===== src/rtl/pipeline_stall_regs_pkg.sv =====
// Shared pipeline constants and register payload layouts for the front-end
// stall/flush register block.
package pipeline_stall_regs_pkg;

  localparam int unsigned XLEN      = 32;
  localparam int unsigned REG_IDX_W = 5;

  localparam int unsigned CTRL_MEMREAD  = 1;
  localparam int unsigned CTRL_REGWRITE = 0;

  localparam logic [XLEN-1:0] PIPE_NOP_INSTR = 32'h0000_0013;
  localparam logic [XLEN-1:0] PIPE_RESET_PC  = 32'h0000_0000;

  typedef struct packed {
    logic [XLEN-1:0] pc;
    logic [XLEN-1:0] instr;
    logic            valid;
  } if_id_t;

  typedef struct packed {
    logic [REG_IDX_W-1:0] rs1;
    logic [REG_IDX_W-1:0] rs2;
    logic [REG_IDX_W-1:0] rd;
  } ex_regs_t;

endpackage


===== src/rtl/pipeline_stall_regs_en_clr.sv =====
// Width-parameterised pipeline register: synchronous clear wins over enable,
// clear loads CLR_VAL.
module pipe_reg_en_clr #(
  parameter int unsigned   W       = 32,
  parameter logic [W-1:0]  CLR_VAL = '0
) (
  input  logic         clk,
  input  logic         clr_i,
  input  logic         en_i,
  input  logic [W-1:0] d_i,
  output logic [W-1:0] q_o
);

  logic [W-1:0] q_q;

  always_ff @(posedge clk) begin
    if (clr_i) begin
      q_q <= CLR_VAL;
    end else if (en_i) begin
      q_q <= d_i;
    end
  end

  assign q_o = q_q;

endmodule


===== src/rtl/pipeline_stall_regs.sv =====
// PC, IF/ID and ID/EX registers with load-use hold/bubble, taken-branch
// redirect/flush and a saturating stall-cycle counter.
module pipeline_stall_regs
  import pipeline_stall_regs_pkg::*;
#(
  parameter logic [31:0] RESET_PC  = PIPE_RESET_PC,
  parameter int unsigned CTRL_W    = 8,
  parameter logic [31:0] NOP_INSTR = PIPE_NOP_INSTR,
  parameter int unsigned CNT_W     = 16
) (
  input  logic              clk,
  input  logic              rst,
  input  logic              clk_gate,
  input  logic              control_signals_select,
  input  logic              branch_taken,
  input  logic [31:0]       branch_target,
  input  logic [31:0]       imem_instr,
  input  logic [CTRL_W-1:0] id_ctrl,
  input  logic [4:0]        id_rs1,
  input  logic [4:0]        id_rs2,
  input  logic [4:0]        id_rd,
  output logic [31:0]       pc,
  output logic [31:0]       if_id_pc,
  output logic [31:0]       if_id_instr,
  output logic              if_id_valid,
  output logic [CTRL_W-1:0] id_ex_ctrl,
  output logic [4:0]        id_ex_rs1,
  output logic [4:0]        id_ex_rs2,
  output logic [4:0]        id_ex_rd,
  output logic              id_ex_memRead,
  output logic [CNT_W-1:0]  stall_count
);

  localparam int unsigned IFID_W = $bits(if_id_t);
  localparam int unsigned REGS_W = $bits(ex_regs_t);
  localparam int unsigned IDEX_W = CTRL_W + REGS_W;

  localparam logic [IFID_W-1:0] IFID_CLR = IFID_W'({32'h0, NOP_INSTR, 1'b0});

  logic [31:0] pc_d;
  logic [31:0] pc_q;
  logic        pc_en;

  if_id_t if_id_d;
  if_id_t if_id_q;
  logic   if_id_clr;

  logic              bubble;
  logic [CTRL_W-1:0] ctrl_d;
  ex_regs_t          regs_d;
  logic [IDEX_W-1:0] id_ex_d;
  logic [IDEX_W-1:0] id_ex_q;

  logic [CNT_W-1:0] cnt_d;
  logic [CNT_W-1:0] cnt_q;

  // A taken branch redirects even while the fetch side is held.
  always_comb begin
    pc_en = branch_taken | clk_gate;
    pc_d  = pc_q + 32'd4;
    if (branch_taken) begin
      pc_d = branch_target;
    end
  end

  pipe_reg_en_clr #(
    .W       (32),
    .CLR_VAL (RESET_PC)
  ) u_pc (
    .clk   (clk),
    .clr_i (rst),
    .en_i  (pc_en),
    .d_i   (pc_d),
    .q_o   (pc_q)
  );

  // Flush shares the reset image: NOP with valid cleared.
  always_comb begin
    if_id_clr     = rst | branch_taken;
    if_id_d.pc    = pc_q;
    if_id_d.instr = imem_instr;
    if_id_d.valid = 1'b1;
  end

  pipe_reg_en_clr #(
    .W       (IFID_W),
    .CLR_VAL (IFID_CLR)
  ) u_if_id (
    .clk   (clk),
    .clr_i (if_id_clr),
    .en_i  (clk_gate),
    .d_i   (if_id_d),
    .q_o   (if_id_q)
  );

  // Source fields always load; only ctrl and rd are squashed for a bubble.
  always_comb begin
    bubble     = branch_taken | ~control_signals_select;
    ctrl_d     = id_ctrl & {CTRL_W{if_id_q.valid}};
    regs_d.rs1 = id_rs1;
    regs_d.rs2 = id_rs2;
    regs_d.rd  = id_rd;
    if (bubble) begin
      ctrl_d    = '0;
      regs_d.rd = 5'd0;
    end
    id_ex_d = {ctrl_d, regs_d};
  end

  pipe_reg_en_clr #(
    .W       (IDEX_W),
    .CLR_VAL (IDEX_W'(0))
  ) u_id_ex (
    .clk   (clk),
    .clr_i (rst),
    .en_i  (1'b1),
    .d_i   (id_ex_d),
    .q_o   (id_ex_q)
  );

  always_comb begin
    cnt_d = cnt_q;
    if (!branch_taken && !clk_gate && (cnt_q != '1)) begin
      cnt_d = cnt_q + CNT_W'(1);
    end
  end

  always_ff @(posedge clk) begin
    if (rst) begin
      cnt_q <= '0;
    end else begin
      cnt_q <= cnt_d;
    end
  end

  assign pc            = pc_q;
  assign if_id_pc      = if_id_q.pc;
  assign if_id_instr   = if_id_q.instr;
  assign if_id_valid   = if_id_q.valid;
  assign {id_ex_ctrl, id_ex_rs1, id_ex_rs2, id_ex_rd} = id_ex_q;
  assign id_ex_memRead = id_ex_q[REGS_W + CTRL_MEMREAD];
  assign stall_count   = cnt_q;

endmodule


===== config.mk =====
export PLATFORM = sky130hd
export DESIGN_NAME = pipeline_stall_regs
export DESIGN_NICKNAME = d
export VERILOG_FILES = /design/src/rtl/pipeline_stall_regs_pkg.sv /design/src/rtl/pipeline_stall_regs_en_clr.sv /design/src/rtl/pipeline_stall_regs.sv
export SDC_FILE = /design/constraint.sdc
export NUM_CORES = 1
export LEC_CHECK = 0
export BUFFER_PORTS_ARGS = -buffer_cell sky130_fd_sc_hd__buf_2
export CORE_UTILIZATION = 50
export CTS_CLUSTER_DIAMETER = 150
export CTS_CLUSTER_SIZE = 40
export DETAILED_ROUTE_END_ITERATION = 10
export GPL_TIMING_DRIVEN = 1
export PLACE_DENSITY = 0.88
export SYNTH_ARGS = -nofsm -noshare
export SYNTH_HDL_FRONTEND = slang
export SYNTH_HIERARCHICAL = 1
export SYNTH_SLANG_ARGS = --single-unit
export TNS_END_PERCENT = 50

===== constraint.sdc =====
create_clock -name clk -period 2.4 [get_ports clk]
set_input_delay 0.36 -clock clk [delete_from_list [all_inputs] [get_ports clk]]
set_output_delay 0.36 -clock clk [all_outputs]
set_load 0.005 [all_outputs]

; ---- Word level (Yosys, flattened, before mapping)
; Cells that the tools add are included.
[op_classes]
n_addsub = 2
eq_ne = 1
muxes = 1
n_bitwise = 5
reduce_logical = 5
[op_table]
columns = op, n
row1 = adder 32 x 3 -> 32 bit (second input constant), 1
row2 = 2-to-1 mux 32 bit, 1
row3 = adder 16 x 1 -> 16 bit (second input constant), 1
row4 = != test 16 bit (second input constant), 1
row5 = AND 8 bit, 1
row6 = bitwise OR 1 bit, 3
row7 = logical AND 1 bit, 2
row8 = zero test 1 bit, 2
row9 = OR reduction 2 bit, 1
row10 = NOT 1 bit, 1
[totals]
reg_bits = 136
wordCells = 19

; ---- Longest topological paths before layout
; Gate-level depths: netlist (run 1).
[depth]
ltp_word = 3
ltp_mapped = 8
depth_no_buf = 7

; ---- Hierarchy
; Netlist (run 1), hierarchy kept.
[by_module_without_submodules]
columns = module, seq_area_each_um2, cells_per_inst, area_per_inst_um2, instances
row1 = pipe_reg_en_clr at u_if_id, 1301.2, 209, 2352.3, 1
row2 = pipeline_stall_regs, 320.3, 295, 1991.9, 1
row3 = pipe_reg_en_clr at u_pc, 640.6, 103, 1163.6, 1
row4 = pipe_reg_en_clr at u_id_ex, 460.4, 74, 835.8, 1

; ---- Worst setup path after synthesis (run 1)
; Ideal clock, no wire load.
[synth_path]
kind = register to register
start = register u_pc.q_q[2], in the netlist u_pc/q_o[2]
end = register u_pc.q_q[26], in the netlist u_pc/q_o[26]
path_buffers = 0
synth_period_minus_slack_ns = 2.159
path_slack_ns = 0.241
path_stages_with_launch = 8
setup_ns = 0.065
t_arrival_ns = 2.094
cell_sequence = dfxtp_1 -> ha_1 -> nand4_1 -> or3_2 -> or4_1 -> a31oi_1 -> mux2i_1 -> nor2_1
[synth_between]
elab_chain_cells = 2
[synth_lines]
columns = item, line_no
row1 = "start, declared", pipeline_stall_regs_en_clr.sv:14  ; logic [W-1:0] q_q;
row2 = "start signal, assigned", pipeline_stall_regs_en_clr.sv:20  ; q_q <= d_i;
row3 = adder 32 x 3 -> 32 bit, pipeline_stall_regs.sv:60  ; pc_d = pc_q + 32'd4;
row4 = 2-to-1 mux 32 bit, pipeline_stall_regs.sv:61  ; if (branch_taken) begin
row5 = net pc_d[26], pipeline_stall_regs.sv:40  ; logic [31:0] pc_d;
; The timed path passes the listed nets, and every way through them passes these cells.
; A chain may end at the register's enable or synchronous reset.

; ---- Worst setup path after layout (run 1)
[layout_path]
start = register u_pc.q_q[2], in the netlist u_pc/q_o[2]
end = register u_pc.q_q[18], in the netlist u_pc/q_o[18]
; Same word-level chain as after synthesis.

==> flow_metrics.py, run 1 <==
metrics = {
    "outcome": {
        "status": "completed",
    },
    "sta": {
        "tns_ps": 0,
        "period_share_pct": 93.49,
        "fmax_ghz": 0.4457,
        "worst_slew_pin_slew_ps": 801.7,
        "setup_ws_ps": 156.2,
        "hold_viol": 0,
        "setup_violations": 0,
        "finalClockSkew_ps": 7.925,
        "period_needed_ps": 2244,
        "grt_setup_unrepaired": "no",
        "drv_slew": 0,
        "relSlewSlack_pct": 46.56,
    },
    "clock_tree": {
        "cts_root_buf": "clkbuf_16",
        "path_clk_slew_ps": 60,
        "worstSkewPairLatency_ps": 410,
        "cts_buffers": 17,
        "cts_tree": "yes",
        "cts.sinks": 136,
        "clockBufferDepth": 2,
        "cts_setup_buffers": 0,
        "htreeDepth": 4,
    },
    "pwr": {
        "p_total_mw": 5.962,
        "worst_ir_drop_vdd_mv": 0.4281,
        "p_per_area_mw_per_mm2": 718.6,
        "p_leak_nw": 4.050,
    },
    "logic_synthesis": {
        "synth_compound_area_share_pct": 6.844,
        "seq_area_frac_synth_pct": 42.92,
        "synthesis.instances": 681,
        "synth-seq-cells": 136,
        "synth_top_family_by_area": "simple AND/OR/NAND/NOR gates",
        "yosys.area_share.simple_pct": 21.68,
        "synth_top_area_cell": "dfxtp_1",
        "ys_warn_count": 6,
        "synth_xor_area_share_pct": 1.933,
        "synthMuxAreaShare_pct": 19.70,
        "yosysTopAreaCellShare_pct": 42.92,
        "synth-edff-count": 0,
        "synthTopCellsByArea": "dfxtp_1 43%, mux2i_1 18%, nor2_1 8.5%, buf_12 3.2%, or4_1 2.2%",
        "synth_flop_cell": "dfxtp_1",
        "synth.top_cells.by_count": "143 x nor2_1, 136 x dfxtp_1, 117 x mux2i_1",
        "postSynth.asyncResetShare_pct": 0,
        "netlist_area_mm2": 0.006344,
        "post-synth-top-count-cell": "nor2_1",
        "avgSynthCellArea_um2": 9.315,
        "yosys.area_share.adder_pct": 0.3945,
        "synth_cell_types": 49,
    },
    "floorplanning": {
        "die_h_um": 114.6,
        "initial_core_util_pct": 51.95,
        "io-pin-count": 229,
        "dieArea_mm2": 0.01314,
        "core-area_mm2": 0.01221,
        "rows": 40,
        "die_w_um": 114.6,
    },
    "setup_path": {
        "critPathKind": "reg -> reg",
        "start_kind": "flop",
        "arrival_ps": 2580,
        "rr_worst_depth": 7,
        "crit_slowest_cell": "or3_2",
        "cp_num_buf_inv": 0,
        "required_ps": 2730,
        "r2r-end": "u_pc/q_o[18]$_SDFFE_PP0P_",
        "reg2reg_from": "u_pc/q_o[2]$_SDFFE_PP0P_",
        "path_cells": "ha_1 -> nand4_1 -> or3_2 -> or4_1 -> a31oi_1 -> mux2i_1 -> nor2_1",
        "worst_setup_path_end_kind": "flop",
        "crit_family": "simple AND/OR/NAND/NOR gates",
        "rrSetupSlack_ps": 160,
        "slowest_delay_ps": 580,
        "cp_max_fo": 6,
    },
    "worst_hold_path": {
        "hold_path_class": "in -> reg",
        "worstHoldStart": "imem_instr[4]",
        "min_path_cells": 2,
        "worstHoldEndpoint": "u_if_id/q_o[5]$_SDFFE_PP1P_",
    },
    "place": {
        "portBuffers": 228,
        "finalWeightedCongestion": 0.8447,
        "hpwl_mm": 12.01,
        "pre_cts_ws_ps": 162.5,
        "dp_cells": 1074,
    },
    "job": {
        "max_cap_violations": 0,
    },
    "global_routing": {
        "grt_max_degree": 75,
        "antenna_found_initial": 0,
        "grt_pass1_wl_mm": 26.70,
        "grt_pass1_vias": 5429,
        "grt.total_usage_pct": 26.09,
        "overflow": 0,
    },
    "routing": {
        "first_pass_iters": 5,
        "drc_errors": 0,
        "vias": 5936,
        "drtAntennaViolNets": 0,
        "dr.first_iter.drc_count": 435,
        "wl_mm": 17.03,
        "avgViaCountPerCell": 5.367,
        "wl_per_cell_um": 15.40,
    },
    "cells_and_area": {
        "areaGrowthSynthToFinish_pct": 30.79,
        "fin_util_pct": 67.94,
        "fillCellCount": 988,
        "drive_above_1_share_pct": 33.48,
        "antenna_cells": 0,
        "fin_nets": 1019,
        "finalNonFillerCells": 1106,
    },
}
==> worst max-delay path by stage <==
stage | from | end | slack [ps] | depth (start not counted)
2_1_floorplan | u_pc/q_o[2]$_SDFFE_PP0P_ | u_pc/q_o[26]$_SDFFE_PP0P_ | 240 | 7
3_3_place_gp | u_pc/q_o[12]$_SDFFE_PP0P_ | u_pc/q_o[23]$_SDFFE_PP0P_ | 200 | 6
3_5_place_dp | u_pc/q_o[12]$_SDFFE_PP0P_ | u_pc/q_o[23]$_SDFFE_PP0P_ | 160 | 6
4_1_cts | u_pc/q_o[18]$_SDFFE_PP0P_ | u_pc/q_o[24]$_SDFFE_PP0P_ | 140 | 6
5_1_grt | u_pc/q_o[2]$_SDFFE_PP0P_ | u_pc/q_o[18]$_SDFFE_PP0P_ | 80 | 7
6_report | u_pc/q_o[2]$_SDFFE_PP0P_ | u_pc/q_o[18]$_SDFFE_PP0P_ | 160 | 7
==> what timing repair did <==
action                                  CTS  global route
hold buffers                              0             0
endpoints found under the setup margin    0             2
resized for setup                         0             2
==> area by class of cell <==
cell class,instances,area [um2],share of cell area (%)
Tap cell,168,210.2,2.534
Multi-Input combinational cell,497,3222,38.83
Inverter,9,33.78,0.4072
Timing Repair Buffer,264,1426,17.19
Clock buffer,22,494.2,5.957
Clock inverter,10,187.7,2.262
Sequential cell,136,2723,32.82
==> per-layer routing <==
layer / vias to the layer above / GRT usage [%] / part of all wire, %
met1: 2756 / 30.53 / 42
li1: 2905 / - / -
met3: 37 / 6.300 / 6.7
met4: 0 / 12.29 / 2.3
met5: - / 0 / 0
met2: 238 / 44.93 / 49
==> stage by stage <==
stage / cell area [um2] / hold slack [ps]
after global routing: 8297 / 151.3
after CTS: 8289 / 137.9
after global placement: 7607 / 466.6
final: 8297 / 155.7
after floorplan: 6347 / 432.4
after detailed placement: 7607 / 477.4
==> worst reg2reg max path: stages, from the launching register on <==
cell     delay, ps
dfxtp_1        340
ha_1           210
nand4_1        150
or3_2          580
or4_1          410
a31oi_1        200
mux2i_1        100
nor2_1         170
==> layout by cell type (no fill, tap or decap), drive strengths merged, types with 3 or more instances in the layout <==
master	netlist	layout
clkbuf	18	22
or3	7	7
nor4	11	11
or4	19	19
and4	5	5
a31oi	13	13
nand4	10	10
nand2	33	33
nor2b	6	6
bufinv	0	5
inv	9	10
dfxtp	136	136
nor2	143	143
a21oi	13	13
buf	21	264
o31ai	18	18
mux2	7	7
and2	6	6
and3	14	14
nand3	20	20
o21ai	18	18
mux2i	117	117
nor3	6	6
xnor2	11	11
a211o	3	3
xor2	3	3
==> cells by family (layout without fill, tap and decap cells) <==
kind of cell | count (synthesis) | after routing
muxes | 124 | 124
AOI/OAI and AO/OA | 69 | 69
adders and majority gates | 2 | 2
other | 1 | 2
xor gates and xnor gates | 14 | 14
buffers and inverters | 49 | 305
DFF | 136 | 136
and+or+nand+nor | 286 | 286
==> state kept, by name (all words and copies together) (netlist names) <==
register and flops:
u_if_id/q_o 65, u_pc/q_o 32, u_id_ex/q_o 23, stall_count 16
==> power breakdown <==
part	internal [mW]	switching, mW
sequential	2.34	0.0664
clock	1.99	0.965
combinational	0.292	0.313
total	4.62	1.34
(Power assumes the default switching activity.)
==> inputs of run 2 (changes only) <==
CORE_UTILIZATION = 48   (was 50)
SYNTH_HIERARCHICAL = default   (was 1)
==> run 2 against run 1 <==
Worst setup slack got worse by 18 ps. Die area down 9.4%. Sequential cell count unchanged. First-iteration DRC count decreased by 26%. Via count down 14%. Cell area is 10% lower. Critical path depth decreased by 2. Hold slack worse by 4.3 ps. Critical path type unchanged. Highest routed layer unchanged.
==> flow_metrics.py, run 2 <==
metrics = {
    "sta": {
        "tns_ps": 0,
        "relSlewSlack_pct": 54.41,
        "setup_ws_ps": 138.0,
        "period_share_pct": 94.25,
        "hold_viol": 0,
        "grt_setup_unrepaired": "no",
        "drv_slew": 0,
        "fmax_ghz": 0.4421,
        "finalClockSkew_ps": 6.140,
        "timing.hold.ws_ps": 151.4,
        "period_needed_ps": 2262,
        "worst_slew_pin_slew_ps": 677.6,
        "setup_violations": 0,
    },
    "clock_tree": {
        "cts_setup_buffers": 0,
        "path_clk_slew_ps": 60,
        "worstSkewPairLatency_ps": 410,
        "cts_resized": 0,
        "cts_tree": "yes",
        "cts_root_buf": "clkbuf_16",
        "cts.sinks": 136,
        "clockBufferDepth": 2,
        "cts_hold_buffers": 0,
        "htreeDepth": 4,
        "cts_buffers": 17,
    },
    "place": {
        "hpwl_mm": 10.45,
        "pre_cts_ws_ps": 188.7,
        "finalWeightedCongestion": 0.8788,
        "portBuffers": 228,
        "placed_area_mm2": 0.006803,
        "dp_cells": 919,
    },
    "cells_and_area": {
        "fillCellCount": 897,
        "drive_above_1_share_pct": 35.11,
        "fin_nets": 892,
        "fin_util_pct": 67.60,
        "largest_reg_flops": 65,
        "areaGrowthSynthToFinish_pct": 35.36,
        "design_area_mm2": 0.007457,
        "final_common_cell": "buf_2",
        "finalNonFillerCells": 950,
        "final_cell_mix": "227 x buf_2, 136 x dfxtp_1, 97 x nor2_1",
    },
    "floorplanning": {
        "die_w_um": 109.1,
        "io-pin-count": 229,
        "rows": 38,
        "dieArea_mm2": 0.01191,
        "die_h_um": 109.1,
        "initial_core_util_pct": 49.94,
        "core-area_mm2": 0.01103,
    },
    "setup_path": {
        "cp_num_buf_inv": 0,
        "critPathKind": "reg -> reg",
        "cp_max_fo": 10,
        "arrival_ps": 2570,
        "crit_path_end": "u_pc.q_o[30]$_SDFFE_PP0N_",
        "critPathLaunch": "u_pc.q_o[3]$_SDFFE_PP0N_",
        "crit_slowest_cell": "or3_1",
        "rr_worst_depth": 5,
        "crit_family": "simple AND/OR/NAND/NOR gates",
        "start_kind": "flop",
        "rrSetupSlack_ps": 140,
        "cp.depth": 5,
        "r2r-end": "u_pc.q_o[30]$_SDFFE_PP0N_",
        "slowest_delay_ps": 570,
        "path_cells": "ha_1 -> nand4_1 -> or3_1 -> or4_1 -> a311oi_1",
        "required_ps": 2710,
        "worst_setup_path_end_kind": "flop",
        "reg2reg_from": "u_pc.q_o[3]$_SDFFE_PP0N_",
    },
    "global_routing": {
        "grt_max_degree": 64,
        "met3_usage_pct": 8.727,
        "antenna_found_initial": 1,
        "grt_pass1_wl_mm": 22.51,
        "busiest_layer": "met2",
        "globalRouteMet2Util_pct": 41.73,
        "grt_pass1_vias": 4713,
        "use_met1_pct": 28.45,
        "overflow": 0,
        "grt.total_usage_pct": 24.96,
    },
    "routing": {
        "first_pass_iters": 5,
        "avgViaCountPerCell": 5.400,
        "wl_mm": 14.67,
        "vias": 5130,
        "drtAntennaViolNets": 0,
        "wl_per_cell_um": 15.45,
        "dr.first_iter.drc_count": 322,
        "drc_errors": 0,
    },
    "logic_synthesis": {
        "seq_area_frac_synth_pct": 49.42,
        "synth.top_cells.by_count": "136 x dfxtp_1, 97 x nor2_1, 68 x mux2i_1",
        "synthTopCellsByArea": "dfxtp_1 49%, mux2i_1 12%, nor2_1 6.6%, a311oi_1 2.2%, o31ai_1 1.8%",
        "postSynth.asyncResetShare_pct": 0,
        "synth_top_area_cell": "dfxtp_1",
        "yosysTopAreaCellShare_pct": 49.42,
        "synth_fp_nets": 664,
        "synth_flop_cell": "dfxtp_1",
        "netlist_area_mm2": 0.005509,
        "synth_cell_types": 51,
        "avgSynthCellArea_um2": 9.665,
        "ys_warn_count": 0,
        "synth-seq-cells": 136,
        "synthesis.instances": 570,
        "synth-edff-count": 0,
        "post-synth-top-count-cell": "dfxtp_1",
    },
    "pwr": {
        "pwr-share-comb_pct": 7.9,
        "p_per_area_mw_per_mm2": 768.3,
        "p_int_mw": 4.506,
        "p_total_mw": 5.729,
        "seqPwrFrac_pct": 42.2,
        "switchingPower_mw": 1.223,
        "clkPwrFrac_pct": 49.9,
        "switching_share_pct": 21.35,
        "worst_ir_drop_vdd_mv": 0.4829,
        "p_leak_nw": 3.523,
    },
    "worst_hold_path": {
        "hold_path_class": "in -> reg",
    },
    "job": {
        "max_cap_violations": 0,
    },
    "outcome": {
        "status": "completed",
    },
}
[run 2: cell count changes in the layout (fill, tap and decap cells not counted), sizes merged, moves of 6 or more]
cell	delta
or4	-6
nor2	-46
buf	-21
a211oi	+9
o21ai	-8
a31oi	-12
nand2	-8
nor2b	+8
mux2i	-49
a311oi	+14
xnor2	-6
[run 2: worst register-to-register path, stage by stage, from the launching register on]
cell,delay [ps]
dfxtp_1,330
ha_1,230
nand4_1,210
or3_1,570
or4_1,510
a311oi_1,310
[run 2: layout make-up]
| class | count | area [um2] | area share (%) |
|---|---|---|---|
| Sequential cell | 136 | 2723 | 36.51 |
| Inverter | 7 | 26.28 | 0.3523 |
| Clock inverter | 8 | 167.7 | 2.248 |
| Antenna cell | 1 | 2.502 | 0.03356 |
| Clock buffer | 22 | 484.2 | 6.493 |
| Tap cell | 140 | 175.2 | 2.349 |
| Multi-Input combinational cell | 393 | 2597 | 34.83 |
| Timing Repair Buffer | 243 | 1281 | 17.18 |
[run 2: routing by layer]
layer / share of wire, % / up-vias
met4: 2.3 / 0
met3: 8.5 / 28
met2: 48 / 224
met5: 0 / -
li1: - / 2510
met1: 41 / 2368
[run 2: cells by family after synthesis]
| kind of cell | synth area share (%) |
|---|---|
| flops | 49.42 |
| buf+inv | 3.475 |
| simple gates | 21.60 |
| xor+xnor | 1.749 |
| fa+ha+maj | 0.4542 |
| compound gates | 9.721 |
| mux | 13.58 |
[run 2: power groups by stage]
stage / Sequential (mW) / Clock (mW) / Combinational [mW]
after global placement: 2.46 / 0 / 0.448
after detailed placement: 2.46 / 0 / 0.456
after CTS: 2.42 / 2.89 / 0.460
final: 2.42 / 2.86 / 0.455
after global routing: 2.43 / 3.01 / 0.505
after floorplan: 2.46 / 0 / 0.224
[run 2: how the worst min path moves through the flow]
stage,from,end,slack [ps],depth (start not counted)
2_1_floorplan,u_if_id.q_o[44]$_SDFFE_PP0P_,u_if_id.q_o[44]$_SDFFE_PP0P_,470,2
4_1_cts,id_ctrl[7],u_id_ex.q_o[22]$_SDFF_PP0_,130,2
3_3_place_gp,u_if_id.q_o[5]$_SDFFE_PP1P_,u_if_id.q_o[5]$_SDFFE_PP1P_,450,2
3_5_place_dp,u_if_id.q_o[5]$_SDFFE_PP1P_,u_if_id.q_o[5]$_SDFFE_PP1P_,460,2
5_1_grt,id_ctrl[7],u_id_ex.q_o[22]$_SDFF_PP0_,140,2
6_report,id_ctrl[7],u_id_ex.q_o[22]$_SDFF_PP0_,150,2
==> inputs of run 3 (changes only) <==
--- a/config.mk
+++ b/config.mk
@@ -8,5 +8,4 @@
 export BUFFER_PORTS_ARGS = -buffer_cell sky130_fd_sc_hd__buf_2
 export CORE_UTILIZATION = 48
-export CTS_CLUSTER_DIAMETER = 150
 export CTS_CLUSTER_SIZE = 40
 export DETAILED_ROUTE_END_ITERATION = 10
==> constraint.sdc (replaced) <==
create_clock -name clk -period 2.4 [get_ports clk]
set_input_delay 0.48 -clock clk [delete_from_list [all_inputs] [get_ports clk]]
set_output_delay 0.48 -clock clk [all_outputs]
set_load 0.005 [all_outputs]
==> run 3 against run 2 <==
Wire length is 0.62% lower. Clock skew hardly changed. Combinational power hardly changed. Global-route usage is 0.56 points lower. First-iteration DRC count is 33% higher. Power is 0.47% higher. Via count is 0.41% higher. Worst setup slack better by 30 ps. Count of clock-buffer cells in the layout is 2 lower. Register-to-register slack better by 30 ps.
==> flow_metrics.py, run 3 (synthesis results as in run 2) <==
metrics = {
    "outcome": {
        "status": "completed",
    },
    "place": {
        "finalWeightedCongestion": 0.8654,
        "placed_area_mm2": 0.006825,
        "hpwl_mm": 10.30,
        "portBuffers": 228,
    },
    "pwr": {
        "p_leak_nw": 3.540,
        "worst_ir_drop_vdd_mv": 0.5316,
        "p_per_area_mw_per_mm2": 768.5,
    },
    "floorplanning": {
        "die_h_um": 109.1,
        "io-pin-count": 229,
        "dieArea_mm2": 0.01191,
        "die_w_um": 109.1,
        "core-area_mm2": 0.01103,
        "rows": 38,
        "initial_core_util_pct": 49.94,
    },
    "clock_tree": {
        "htreeDepth": 4,
        "clockBufferDepth": 2,
        "worstSkewPairLatency_ps": 410,
        "cts_tree": "yes",
        "cts.sinks": 136,
        "cts_buffers": 17,
        "cts_setup_buffers": 0,
        "cts_root_buf": "clkbuf_16",
        "path_clk_slew_ps": 60,
    },
    "global_routing": {
        "grt_max_degree": 64,
        "grt_pass1_vias": 4569,
        "overflow": 0,
        "grt.total_usage_pct": 24.39,
        "antenna_found_initial": 0,
        "grt_pass1_wl_mm": 22.38,
    },
    "cells_and_area": {
        "largest_reg_flops": 65,
        "final_common_cell": "buf_2",
        "design_area_mm2": 0.007490,
        "multi_input_area_mm2": 0.002603,
        "areaGrowthSynthToFinish_pct": 35.95,
        "seqCellArea_mm2": 0.002723,
        "antenna_cells": 0,
        "final_cell_mix": "227 x buf_2, 136 x dfxtp_1, 97 x nor2_1",
        "fin_nets": 895,
        "fillCellCount": 854,
        "drive_above_1_share_pct": 35.59,
    },
    "routing": {
        "drc_errors": 0,
        "avgViaCountPerCell": 5.411,
        "first_pass_iters": 5,
        "dr.first_iter.drc_count": 427,
        "vias": 5151,
        "wl_per_cell_um": 15.32,
        "drtAntennaViolNets": 0,
        "wl_mm": 14.58,
    },
    "setup_path": {
        "reg2reg_from": "u_pc.q_o[7]$_SDFFE_PP0N_",
        "r2r-end": "u_pc.q_o[29]$_SDFFE_PP0N_",
        "start_kind": "flop",
        "rr_worst_depth": 4,
        "rrSetupSlack_ps": 170,
        "arrival_ps": 2540,
        "required_ps": 2710,
        "critPathKind": "reg -> reg",
        "worst_setup_path_end_kind": "flop",
        "cp_max_fo": 10,
    },
    "sta": {
        "grt_setup_unrepaired": "no",
        "period_share_pct": 93.00,
        "fmax_ghz": 0.4480,
        "setup_violations": 0,
        "tns_ps": 0,
        "period_needed_ps": 2232,
        "drv_slew": 0,
        "finalClockSkew_ps": 5.939,
        "worst_slew_pin_slew_ps": 482.8,
        "relSlewSlack_pct": 67.57,
        "hold_viol": 0,
    },
    "worst_hold_path": {
        "worstHoldEndpoint": "u_id_ex.q_o[20]$_SDFF_PP0_",
        "min_path_cells": 2,
        "hold_path_class": "in -> reg",
        "worstHoldStart": "id_ctrl[5]",
    },
    "job": {
        "max_cap_violations": 0,
    },
}
## run 3: worst max path at each step
stage | from | endpoint | slack [ps] | cells past startpoint
after floorplan | u_pc.q_o[2]$_SDFFE_PP0N_ | u_pc.q_o[28]$_SDFFE_PP0N_ | 260 | 6
after global placement | clk_gate | u_pc.q_o[27]$_SDFFE_PP0N_ | 250 | 7
after detailed placement | u_pc.q_o[3]$_SDFFE_PP0N_ | u_pc.q_o[28]$_SDFFE_PP0N_ | 170 | 5
after CTS | u_pc.q_o[3]$_SDFFE_PP0N_ | u_pc.q_o[28]$_SDFFE_PP0N_ | 150 | 5
after global routing | u_pc.q_o[3]$_SDFFE_PP0N_ | u_pc.q_o[30]$_SDFFE_PP0N_ | 40 | 5
final | u_pc.q_o[7]$_SDFFE_PP0N_ | u_pc.q_o[29]$_SDFFE_PP0N_ | 170 | 4
## run 3: layout make-up
cell class / instances / area share (%)
Sequential cell: 136 / 36.35
Multi-Input combinational cell: 393 / 34.75
Timing Repair Buffer: 246 / 17.41
Clock buffer: 20 / 6.231
Clock inverter: 10 / 2.573
Tap cell: 140 / 2.339
Inverter: 7 / 0.3508
## run 3: power breakdown
group          leakage, nW  internal, mW  switching [mW]
clock network        0.319          1.92           0.958
logic                 2.11         0.229           0.227
registers             1.11          2.34          0.0767
total                 3.54          4.49            1.26
## run 3: critical path: stages, from the launching register on
cell and delay, ps:
dfxtp_1 480, nand4_4 200, or4_1 730, or4_1 480, a311oi_1 250
## run 3: what timing repair did
action | CTS | global route
hold buffers | 0 | 0
gates resized for setup | 0 | 1
endpoints found under the setup margin | 0 | 1
## run 3: metrics by stage
step / setup WS, ps / std cells / power (mW) / util [%] / hold WS (ps)
2_1_floorplan: 259.3 / 570 / 2.687 / - / 466.4
3_3_place_gp: 245.2 / 922 / 2.909 / 61.88 / 451.0
3_5_place_dp: 172.2 / 922 / 2.921 / 61.88 / 454.1
4_1_cts: 147.4 / 952 / 5.798 / 67.85 / 265.5
5_1_grt: 36.66 / 952 / 5.984 / 67.90 / 260.7
6_report: 168.0 / 952 / 5.756 / 67.90 / 272.3
## run 3: layer usage
layer  GRT usage, %  share of wire (%)  routed length, um
met2          39.85                 48               6942
met5              0                  0                  0
met1          29.65                 42               6184
met4          8.205                1.9                281
met3          8.667                8.0               1173
